[config.mk]
export PLATFORM = sky130hd
export DESIGN_NAME = btb_update_gen
export DESIGN_NICKNAME = d
export VERILOG_FILES = /design/src/rtl/btb_update_gen.sv
export SDC_FILE = /design/constraint.sdc
export NUM_CORES = 1
export LEC_CHECK = 0
export CAP_MARGIN = 30
export CORE_ASPECT_RATIO = 0.75
export CORE_MARGIN = 5
export CORE_UTILIZATION = 35
export CTS_BUF_LIST = sky130_fd_sc_hd__clkbuf_16
export CTS_CLUSTER_SIZE = 24
export DETAILED_ROUTE_END_ITERATION = 10
export PLACE_DENSITY = 0.64
export SLEW_MARGIN = 40
export SYNTH_ARGS = -nofsm -noshare
export SYNTH_HDL_FRONTEND = slang
export SYNTH_SLANG_ARGS = --single-unit
[constraint.sdc]
create_clock -name Clk -period 11.8 [get_ports Clk]
set_clock_uncertainty 0.2 [all_clocks]
set_input_delay 2.95 -clock Clk [delete_from_list [all_inputs] [get_ports Clk]]
set_output_delay 2.95 -clock Clk [all_outputs]
set_load 0.01 [all_outputs]
[src/rtl/btb_update_gen.sv]
`default_nettype none
// +--------------------------------------------------------------------------+
// | btb_update_gen: turns up to two branch resolutions per cycle into BTB     |
// | write transactions, buffered in a small FIFO and issued one per cycle.    |
// | Revision: 1.0                                                             |
// +--------------------------------------------------------------------------+
`ifndef TypeBRANCH
`define TypeBRANCH 3'd1
`endif
`ifndef TypeJUMP
`define TypeJUMP 3'd2
`endif

module btb_update_gen #(
  parameter int FIFO_DEPTH = 4,
  parameter int ADDR_W     = 32
) (
  input  logic              Clk,
  input  logic              Rest,
  output logic              BruReady,
  input  logic              Bru0Valid,
  input  logic [ADDR_W-1:0] Bru0Pc,
  input  logic [1:0]        Bru0HitBank,
  input  logic [2:0]        Bru0Type,
  input  logic [2:0]        Bru0PredType,
  input  logic              Bru0Taken,
  input  logic [ADDR_W-1:0] Bru0Target,
  input  logic [ADDR_W-1:0] Bru0PredTarget,
  input  logic [3:0]        Bru0OldCnt,
  input  logic              Bru1Valid,
  input  logic [ADDR_W-1:0] Bru1Pc,
  input  logic [1:0]        Bru1HitBank,
  input  logic [2:0]        Bru1Type,
  input  logic [2:0]        Bru1PredType,
  input  logic              Bru1Taken,
  input  logic [ADDR_W-1:0] Bru1Target,
  input  logic [ADDR_W-1:0] Bru1PredTarget,
  input  logic [3:0]        Bru1OldCnt,
  output logic              UpPcAble,
  output logic [1:0]        UpAbleBank,
  output logic [ADDR_W-1:0] UpPc,
  output logic              UpCntAble,
  output logic [3:0]        UpCnt,
  output logic              BtbUpTypeAble,
  output logic [2:0]        BtbUpType,
  output logic              BtbUpTagetAble,
  output logic [ADDR_W-1:0] BtbUpTaget
);

  localparam int PW = $clog2(FIFO_DEPTH);
  localparam int CW = PW + 1;

  typedef struct packed {
    logic [1:0]        bank;
    logic [ADDR_W-1:0] pc;
    logic              cntAble;
    logic [3:0]        cnt;
    logic              typeAble;
    logic [2:0]        typ;
    logic              tagetAble;
    logic [ADDR_W-1:0] target;
  } entry_t;

  function automatic entry_t buildEntry(
    input  logic [ADDR_W-1:0] pc,
    input  logic [1:0]        hitBank,
    input  logic [2:0]        typ,
    input  logic [2:0]        predType,
    input  logic              taken,
    input  logic [ADDR_W-1:0] target,
    input  logic [ADDR_W-1:0] predTarget,
    input  logic [3:0]        oldCnt,
    output logic              keep
  );
    entry_t     e;
    logic [1:0] bank;
    bank     = (hitBank == 2'b11) ? 2'b01 : hitBank;
    e.pc     = pc;
    e.typ    = typ;
    e.target = target;
    e.bank   = bank;
    if (bank == 2'b00) begin
      // A miss only matters if it was taken: allocate a fresh entry.
      e.cntAble   = 1'b1;
      e.typeAble  = 1'b1;
      e.tagetAble = 1'b1;
      e.cnt       = (typ == `TypeBRANCH) ? 4'b0001 : 4'b0000;
      keep        = taken;
    end else begin
      e.cntAble   = (typ == `TypeBRANCH);
      e.cnt       = {oldCnt[2:0], taken};
      e.typeAble  = (typ != predType);
      e.tagetAble = taken & (target != predTarget);
      keep        = e.cntAble | e.typeAble | e.tagetAble;
    end
    return e;
  endfunction

  entry_t          r_mem [FIFO_DEPTH];
  entry_t          r_out;
  logic            r_upValid;
  logic [PW-1:0]   r_wrPtr;
  logic [PW-1:0]   r_rdPtr;
  logic [CW-1:0]   r_count;

  entry_t          w_ent0;
  entry_t          w_ent1;
  logic            w_keep0;
  logic            w_keep1;
  logic            w_enq0;
  logic            w_enq1;
  logic            w_deq;
  logic [PW-1:0]   w_wrPtr1;

  assign BruReady = (r_count <= CW'(FIFO_DEPTH - 2));

  always_comb begin
    w_keep0 = 1'b0;
    w_keep1 = 1'b0;
    w_ent0  = buildEntry(Bru0Pc, Bru0HitBank, Bru0Type, Bru0PredType, Bru0Taken,
                         Bru0Target, Bru0PredTarget, Bru0OldCnt, w_keep0);
    w_ent1  = buildEntry(Bru1Pc, Bru1HitBank, Bru1Type, Bru1PredType, Bru1Taken,
                         Bru1Target, Bru1PredTarget, Bru1OldCnt, w_keep1);
  end

  assign w_enq0   = Bru0Valid & BruReady & w_keep0;
  assign w_enq1   = Bru1Valid & BruReady & w_keep1;
  assign w_deq    = (r_count != '0);
  // Port 1 lands in the first free slot when port 0 was filtered out.
  assign w_wrPtr1 = r_wrPtr + PW'(w_enq0);

  always_ff @(posedge Clk) begin
    if (w_enq0) r_mem[r_wrPtr]  <= w_ent0;
    if (w_enq1) r_mem[w_wrPtr1] <= w_ent1;
  end

  always_ff @(posedge Clk or negedge Rest) begin
    if (!Rest) begin
      r_wrPtr   <= '0;
      r_rdPtr   <= '0;
      r_count   <= '0;
      r_upValid <= 1'b0;
      r_out     <= '0;
    end else begin
      r_wrPtr <= r_wrPtr + PW'(w_enq0) + PW'(w_enq1);
      r_count <= r_count + CW'(w_enq0) + CW'(w_enq1) - CW'(w_deq);
      if (w_deq) begin
        r_out     <= r_mem[r_rdPtr];
        r_upValid <= 1'b1;
        r_rdPtr   <= r_rdPtr + 1'b1;
      end else begin
        r_out     <= '0;
        r_upValid <= 1'b0;
      end
    end
  end

  assign UpPcAble       = r_upValid;
  assign UpAbleBank     = r_out.bank;
  assign UpPc           = r_out.pc;
  assign UpCntAble      = r_out.cntAble;
  assign UpCnt          = r_out.cnt;
  assign BtbUpTypeAble  = r_out.typeAble;
  assign BtbUpType      = r_out.typ;
  assign BtbUpTagetAble = r_out.tagetAble;
  assign BtbUpTaget     = r_out.target;

endmodule

`default_nettype wire
==> results of run 1 <==
-- area by class of cell --
type / instances / area share
antenna: 1 / 0.000106
clock buffer: 45 / 0.0477
clock inverter: 33 / 0.00795
inverter: 10 / 0.00159
multi-input combinational: 609 / 0.295
sequential: 388 / 0.476
tap: 712 / 0.0377
timing repair buffer: 319 / 0.134
-- cell usage in the layout, fill, tap and decap left out, types with 7 or more instances in the layout --
master | netlist | final
mux2i_1 | 33 | 33
clkbuf_16 | 0 | 45
and2_1 | 76 | 76
inv_1 | 10 | 29
mux2_2 | 249 | 249
nor2_1 | 7 | 7
clkinv_1 | 0 | 8
clkdlybuf4s50_1 | 0 | 296
mux4_2 | 76 | 76
nand4_1 | 16 | 16
mux2_4 | 21 | 21
dfrtp_1 | 84 | 82
buf_4 | 12 | 19
edfxtp_1 | 304 | 304
xnor2_1 | 70 | 70
nand2_1 | 9 | 8
-- cells by family after synthesis --
kind of cell	after synthesis
xor+xnor	75
fa+ha+maj	6
simple gates	123
mux	381
flops	388
compound gates	24
buf+inv	72
-- tightest hold or removal path: cells and delay by family (launching register included) --
family        cells  cell delay (ps)
flops             1              310
mux               1              210
simple gates      1              110
-- metrics by stage --
| step | utilization | worst slack [ps] | total power [mW] |
|---|---|---|---|
| after global routing | 0.448 | 3380 | 5.77 |
| after detailed placement | 0.423 | 2880 | 4.28 |
| final | 0.448 | 3660 | 5.47 |
| after global placement | 0.422 | 2990 | 4.23 |
| after CTS | 0.448 | 3510 | 5.57 |
| after floorplan | - | 1600 | 3.46 |
-- sequential cells by signal, indices dropped and copies added (netlist names) --
register / cells
r_mem: 304
BtbUpTaget: 32
UpPc: 32
UpCnt: 4
BtbUpType: 3
r_count: 3
UpAbleBank: 2
r_rdPtr: 2
r_wrPtr: 2
BtbUpTagetAble: 1
BtbUpTypeAble: 1
UpCntAble: 1
UpPcAble: 1
-- power groups by stage --
stage	sequential [mW]	combinational, mW	clock (mW)
floorplan	2.26	1.20	0
global placement	2.25	1.98	0
detailed placement	2.24	2.04	0
CTS	2.22	2.04	1.30
global route	2.25	2.15	1.36
finish	2.21	1.99	1.27
-- worst max path at each step --
stage                              start                     end  slack (ps)  cells after the start
final                     Bru0Target[28]  r_mem[2][14]$_DFFE_PP_        3660                     13
after global routing      Bru0Target[28]  r_mem[2][14]$_DFFE_PP_        3380                     13
after CTS                 Bru0Target[28]  r_mem[2][69]$_DFFE_PP_        3510                     13
after detailed placement  Bru0Target[28]  r_mem[2][14]$_DFFE_PP_        2880                     13
after global placement    Bru0Target[28]  r_mem[2][14]$_DFFE_PP_        2990                     13
after floorplan           Bru0HitBank[1]   r_mem[0][0]$_DFFE_PP_        1600                      6
-- per-layer routing --
| layer | track usage | part of all wire | vias up |
|---|---|---|---|
| met5 | 0 | 0.00053 | - |
| met4 | 0.0348 | 0.015 | 4 |
| met3 | 0.0364 | 0.060 | 57 |
| met2 | 0.285 | 0.47 | 256 |
| met1 | 0.253 | 0.45 | 5542 |
| li1 | - | - | 4755 |
==> reports/metrics.yaml, run 1 <==
status: "completed"
synth-edff-count: 304
place_inst: 2038
max_freq_mhz: 123
finalHoldViolations: 0
tns_ps: 0
synth_top_area_frac: 0.493
io-pin-count: 300
fillers: 4682
rsz0062_at_grt: "no"
dp_hpwl_um: 32600
cp.arrival_ps: 8120
setup_viol: 0
synthToLayoutAreaGrowth_pct: 27.6
synthArstFlopShare: 0.216
drive_above_1_share: 0.313
yosysMostFrequentCell: "edfxtp_1"
clk_pin_slew_ps: 60
floorplan.rows: 73
r2r_cells: 11
seqPwrFrac: 0.404
placed_cell_area_um2: 22300
dr.first_iter.drc_count: 730
slew_headroom: 0.434
drc: 0
design.die.area_um2: 57600
p_clk_frac: 0.232
yosys.area.top_type: "edfxtp_1"
cp_max_fo: 36
power_density_nw_per_um2: 232
cpMostUsedCell: "buf_4"
overflow: 0
r2r_start: "r_count[0]$_DFF_PN0_"
avgSynthCellArea_um2: 17.3
start_util: 0.351
gp_routability_congestion: 0.818
swShare: 0.307
min_to: "UpPc[0]$_DFF_PN0_"
clkLatencyLatePin_ps: 550
ys_top_cells_by_count: "edfxtp_1 (304), mux2_2 (249), dfrtp_1 (84), and2_1 (76), mux4_2 (76)"
yosys.area_share.simple: 0.0404
clockBufferDepth: 3
max_slew.worst_pin.slew_ps: 849
timing.rr.end: "r_mem[2][14]$_DFFE_PP_"
postCtsSetupBuffers: 0
finalMaxSlewViolations: 0
fp.dieH_um: 209
synth.distinct_cells: 44
wl_um: 51300
cts.repair.resized: 0
drt-vias-per-instance: 5.01
layout.nets: 1598
final_cell_area_um2: 23600
internal-power_mw: 3.79
yosysSeqAreaShare: 0.607
cp_top_family: "compound AO/OA/AOI/OAI gates"
hp-class: "reg -> reg"
synth_seq_cells: 388
min-delay-start: "r_mem[3][42]$_DFFE_PP_"
crit_buf_inv: 4
vias: 10614
synth_fa_ha_area_frac: 0.00487
synth_warnings: 0
slowest_stage: "o211a_4"
coreArea_um2: 52700
hold_path_depth: 2
synth_cells: 1069
period_needed_ps: 8140
cp-end-kind: "register"
cts-root-buf: "clkbuf_16"
hold_buffers: 0
synth_fp_nets: 1297
final_cells: 2117
wl_per_cell_um: 24.2
hold_ws_ps: 459
port_buffers: 297
tritoncts.num_buffers: 42
r2r_setup_slack_ps: 7250
grt_pass1_vias: 11505
synth_area_leaders: "edfxtp_1 (49%), mux2_2 (15%), dfrtp_1 (11%), mux4_2 (9.2%), xnor2_1 (3.3%)"
synthMuxAreaShare: 0.280
worstSetupPathType: "in -> reg"
grt_pass1_wl_um: 76200
ir_worst_vdd_v: 0.000132
cts_tree: "built"
maxCapViolations: 0
regArea_um2: 11200
ant_nets: 0
grt_max_degree: 80
start_kind: "input pin"
p_comb_frac: 0.364
die_x_um: 276
multiInputGateArea_um2: 6970
netlist_area_um2: 18500
cts.htree.levels: 2
cp_slowest_stage_delay_ps: 720
track_usage: 0.178
ys.flop_type: "edfxtp_1"
synth_compound_area_frac: 0.0108
synth_top_family_by_area: "multiplexers"
p_switching_mw: 1.68
crit_chain: "clkdlybuf4s50_1 -> xnor2_1 -> nand4_1 -> nor4_1 -> a21boi_0 -> o21ai_0 -> buf_4 -> inv_1 -> ha_1 -> xor2_1 -> o211a_4 -> a31o_4 -> buf_4"
post-route-period-util: 0.690
worstPathRequired_ps: 11780
clock_sink_count: 388
dr.pass1.iters: 6
antenna_found_initial: 4
synth_xor_area_frac: 0.0355
p_leak_nw: 8.30
(Power assumes the default switching activity.)
==> run 2, diff against run 1 <==
- clock period: 11.8 -> 8.5 ns (I/O delays scaled with it)
==> reports/metrics.yaml, run 2 (synthesis gave the netlist of run 1 again) <==
coreArea_um2: 52700
ant_nets: 0
vias: 10632
max_freq_mhz: 141
p_clk_frac: 0.236
largest_reg_flops: 304
top_register: "r_mem"
worstPathRequired_ps: 8600
post-place-ws_ps: 776
die_x_um: 276
cp_slowest_stage_delay_ps: 730
internal-power_mw: 5.30
ir_worst_vdd_v: 0.000262
cp_max_fo: 44
postCtsSetupBuffers: 0
layout.nets: 1596
overflow: 0
max_slew.worst_pin.slew_ps: 847
clock_sink_count: 388
layout.cells.most_common: "edfxtp_1"
io-pin-count: 300
grt_max_degree: 81
grt_pass1_wl_um: 76000
status: "completed"
postLayoutCoreUtil: 0.449
maxCapViolations: 0
rsz0062_at_grt: "no"
start_util: 0.351
swShare: 0.307
track_usage: 0.177
p_leak_nw: 8.28
clk_pin_slew_ps: 60
seqPwrFrac: 0.401
drive_above_1_share: 0.318
floorplan.rows: 73
period_needed_ps: 7080
cts_tree: "built"
slew_headroom: 0.436
p_switching_mw: 2.34
drt-vias-per-instance: 5.03
crit_buf_inv: 5
grt_pass1_vias: 11718
finalMaxSlewViolations: 0
drc: 0
worstSetupPathType: "in -> reg"
slowest_stage: "buf_4"
antenna_found_initial: 5
cp.arrival_ps: 7180
design.die.area_um2: 57600
dr.pass1.iters: 4
dr.first_iter.drc_count: 782
hp-class: "reg -> reg"
fp.dieH_um: 209
port_buffers: 297
clkLatencyLatePin_ps: 550
cp-end-kind: "register"
setup_slack_ps: 1420
hold_buffers: 0
p_comb_frac: 0.364
tritoncts.num_buffers: 42
cts.repair.resized: 0
finalHoldViolations: 0
crit_chain: "clkdlybuf4s50_1 -> xnor2_1 -> nand4_1 -> nor4_1 -> a21boi_0 -> o21ai_0 -> inv_1 -> ha_1 -> inv_1 -> o211ai_4 -> buf_4 -> buf_4 -> mux2_2"
cts.htree.levels: 2
dp_hpwl_um: 32200
most-common-layout-cells: "edfxtp_1 (304), clkdlybuf4s50_1 (296), mux2_2 (249)"
power_density_nw_per_um2: 323
post-route-period-util: 0.833
wl_per_cell_um: 24.2
setup_viol: 0
fillers: 4684
cts-root-buf: "clkbuf_16"
start_kind: "input pin"
clockBufferDepth: 3
cp_top_family: "buffers and inverters"
gp_routability_congestion: 0.810
wl_um: 51200
synthToLayoutAreaGrowth_pct: 27.9
[run 2: cell count changes in the layout (fill, tap and decap cells not counted), moves of 2 or more]
cell | before | now
clkinvlp_4 | 1 | 3
inv_1 | 29 | 21
clkinv_2 | 2 | 8
buf_12 | 1 | 4
buf_4 | 19 | 15
[run 2: layer usage]
metal / vias to the layer above / track usage / share of wire
met5: - / 0 / 0.00092
met4: 8 / 0.0410 / 0.019
met3: 63 / 0.0401 / 0.060
met2: 289 / 0.286 / 0.48
met1: 5521 / 0.246 / 0.44
li1: 4751 / - / -
[run 2: path summary, 6_finish.rpt]
kind | cells past startpoint | endpoint | slack, ps | from
worst max-delay path | 13 | r_mem[0][44]$_DFFE_PP_ | 1420 | Bru0Target[28]
worst max register to register | 12 | r_mem[0][44]$_DFFE_PP_ | 4160 | r_count[1]$_DFF_PN0_
worst min-delay path | 3 | r_count[2]$_DFF_PN0_ | 450 | r_count[2]$_DFF_PN0_
worst min register to register | 3 | r_count[2]$_DFF_PN0_ | 450 | r_count[2]$_DFF_PN0_
max in group asynchronous | 2 | r_rdPtr[0]$_DFFE_PN0N_ | 5700 | Rest
min in group asynchronous | 1 | BtbUpTaget[7]$_DFF_PN0_ | 1390 | Rest
[run 2: worst register-to-register path: cells and delay by family, from the launching register on]
kind / cells / cell delay, ps
AO/OA/AOI/OAI: 4 / 640
flip-flops: 1 / 350
buffers and inverters: 5 / 1720
multiplexers: 1 / 520
adder cells (fa/ha/maj): 2 / 670
[run 2: through the flow]
| stage | std cells | cell area, um^2 | hold WS, ps | power [mW] | TNS, ps |
|---|---|---|---|---|---|
| after detailed placement | 2036 | 22300 | 445 | 5.94 | 0 |
| after CTS | 2113 | 23700 | 455 | 7.77 | 0 |
| after global routing | 2113 | 23700 | 480 | 8.03 | 0 |
| final | 2114 | 23700 | 448 | 7.64 | 0 |
| after floorplan | 1069 | 18500 | 419 | 4.81 | -179990 |
| after global placement | 2035 | 22300 | 440 | 5.89 | 0 |
[run 2: cell type report]
class | count | area (um^2) | share of cell area
Clock inverter | 32 | 220 | 0.00930
Multi-Input combinational cell | 609 | 6980 | 0.295
Sequential cell | 388 | 11200 | 0.475
Tap cell | 712 | 891 | 0.0376
Timing Repair Buffer | 317 | 3180 | 0.134
Antenna cell | 1 | 2.50 | 0.000106
Clock buffer | 45 | 1130 | 0.0476
Inverter | 10 | 37.5 | 0.00159
[run 2: power by group through the flow]
stage / clock, mW / sequential, mW / combinational, mW
floorplan: 0 / 3.14 / 1.66
global placement: 0 / 3.13 / 2.76
detailed placement: 0 / 3.11 / 2.83
CTS: 1.85 / 3.08 / 2.84
global route: 1.92 / 3.13 / 2.98
finish: 1.80 / 3.06 / 2.78
==> run 3, diff against run 2 <==
- clock period: 8.5 -> 7.4 ns (I/O delays scaled with it)
==> reports/metrics.yaml, run 3 (synthesis gave the netlist of run 1 again) <==
top_register: "r_mem"
p_leak_nw: 8.45
worstPathRequired_ps: 7380
start_util: 0.351
finalHoldViolations: 0
power_density_nw_per_um2: 374
start_kind: "input pin"
postCtsSetupBuffers: 0
fillers: 4588
grt_max_degree: 80
crit_chain: "clkdlybuf4s50_1 -> xnor2_1 -> nand4_1 -> nor4_1 -> a21boi_0 -> o21ai_0 -> inv_1 -> ha_1 -> xnor2_1 -> o211ai_4 -> o31ai_4 -> buf_4"
port_buffers: 297
track_usage: 0.179
cp_slowest_stage_delay_ps: 540
overflow: 0
rsz0062_at_grt: "no"
cts-root-buf: "clkbuf_16"
r2r_setup_slack_ps: 3900
wl_um: 52100
vias: 10676
hp-class: "reg -> reg"
synthToLayoutAreaGrowth_pct: 29.8
max_freq_mhz: 170
grt_pass1_wl_um: 76700
dr.pass1.iters: 5
setup_viol: 0
hold_buffers: 0
placed_cell_area_um2: 22600
r2r_start: "r_count[1]$_DFF_PN0_"
min_to: "r_count[2]$_DFF_PN0_"
worstSetupPathType: "in -> reg"
most-common-layout-cells: "edfxtp_1 (304), clkdlybuf4s50_1 (296), mux2_2 (249)"
final_cell_area_um2: 24000
status: "completed"
gp_routability_congestion: 0.835
fp.dieH_um: 209
antenna_found_initial: 6
design.die.area_um2: 57600
cts.htree.levels: 2
hold_path_depth: 3
clk_pin_slew_ps: 60
tritoncts.num_buffers: 42
cpMostUsedCell: "xnor2_1"
layout.cells.most_common: "edfxtp_1"
dp_hpwl_um: 33100
floorplan.rows: 73
drive_above_1_share: 0.328
r2r_cells: 11
maxCapViolations: 0
timing.rr.end: "r_mem[0][69]$_DFFE_PP_"
drt-vias-per-instance: 5.00
io-pin-count: 300
min-delay-start: "r_count[2]$_DFF_PN0_"
grt_pass1_vias: 11708
drc: 0
clockBufferDepth: 3
slowest_stage: "buf_4"
wl_per_cell_um: 24.4
tns_ps: 0
clkLatencyLatePin_ps: 550
cp_max_fo: 31
cp.arrival_ps: 5870
clock_sink_count: 388
cts.repair.resized: 0
post-route-period-util: 0.795
layout.nets: 1615
slew_headroom: 0.500
ant_nets: 0
period_needed_ps: 5880
die_x_um: 276
finalMaxSlewViolations: 0
max_slew.worst_pin.slew_ps: 749
cp-end-kind: "register"
dr.first_iter.drc_count: 758
post-place-ws_ps: 979
postLayoutCoreUtil: 0.456
coreArea_um2: 52700
setup_slack_ps: 1520
cts_tree: "built"
largest_reg_flops: 304
ir_worst_vdd_v: 0.000208
==> run 3: changes by cell type in the layout (fill, tap and decap cells not counted), sizes merged <==
cell | before | now
bufinv | 3 | 6
buf | 21 | 40
clkinv | 15 | 14
clkinvlp | 3 | 2
==> run 3: critical path: cells and delay by family <==
| family | cells | cell delay, ps |
|---|---|---|
| simple gates | 2 | 840 |
| buf+inv | 3 | 1190 |
| xor+xnor | 2 | 850 |
| fa+ha+maj | 1 | 230 |
| compound gates | 4 | 880 |
==> run 3: cell type report <==
| cell class | instances | area, um^2 | area share |
|---|---|---|---|
| Antenna cell | 1 | 2.50 | 0.000104 |
| Clock buffer | 45 | 1130 | 0.0469 |
| Clock inverter | 33 | 309 | 0.0129 |
| Inverter | 10 | 37.5 | 0.00156 |
| Multi-Input combinational cell | 609 | 6970 | 0.290 |
| Sequential cell | 388 | 11200 | 0.468 |
| Tap cell | 712 | 891 | 0.0371 |
| Timing Repair Buffer | 336 | 3450 | 0.143 |
==> run 3: how the worst max path moves through the flow <==
stage                             endpoint  depth (start not counted)           start  slack [ps]
finish              r_mem[0][69]$_DFFE_PP_                         12  Bru0Target[18]        1520
global route        r_mem[0][69]$_DFFE_PP_                         13   Bru0Target[7]        1430
CTS                 r_mem[2][70]$_DFFE_PP_                         13   Bru0Target[7]        1570
detailed placement  r_mem[0][69]$_DFFE_PP_                         13   Bru0Target[7]         980
global placement    r_mem[1][27]$_DFFE_PP_                         13   Bru0Target[7]        1040
floorplan            r_mem[0][0]$_DFFE_PP_                          6  Bru0HitBank[1]       -1700
==> run 3: layer usage <==
layer	track usage	up-vias	wire length (um)
met1	0.257	5525	23700
met2	0.280	283	24400
met5	0	-	43
li1	-	4792	-
met4	0.0426	8	936
met3	0.0402	68	3040
==> run 3: power breakdown <==
group          internal, mW  switching (mW)
Sequential             3.24           0.261
Combinational          1.73            1.58
Clock                  1.31           0.878
==> run 3: through the flow <==
| step | hold WS [ps] | cells | total power, mW |
|---|---|---|---|
| 2_1_floorplan | 419 | 1069 | 5.52 |
| 3_3_place_gp | 443 | 2051 | 6.86 |
| 3_5_place_dp | 442 | 2055 | 6.93 |
| 4_1_cts | 453 | 2133 | 9.14 |
| 5_1_grt | 468 | 2133 | 9.46 |
| 6_report | 454 | 2134 | 9.00 |
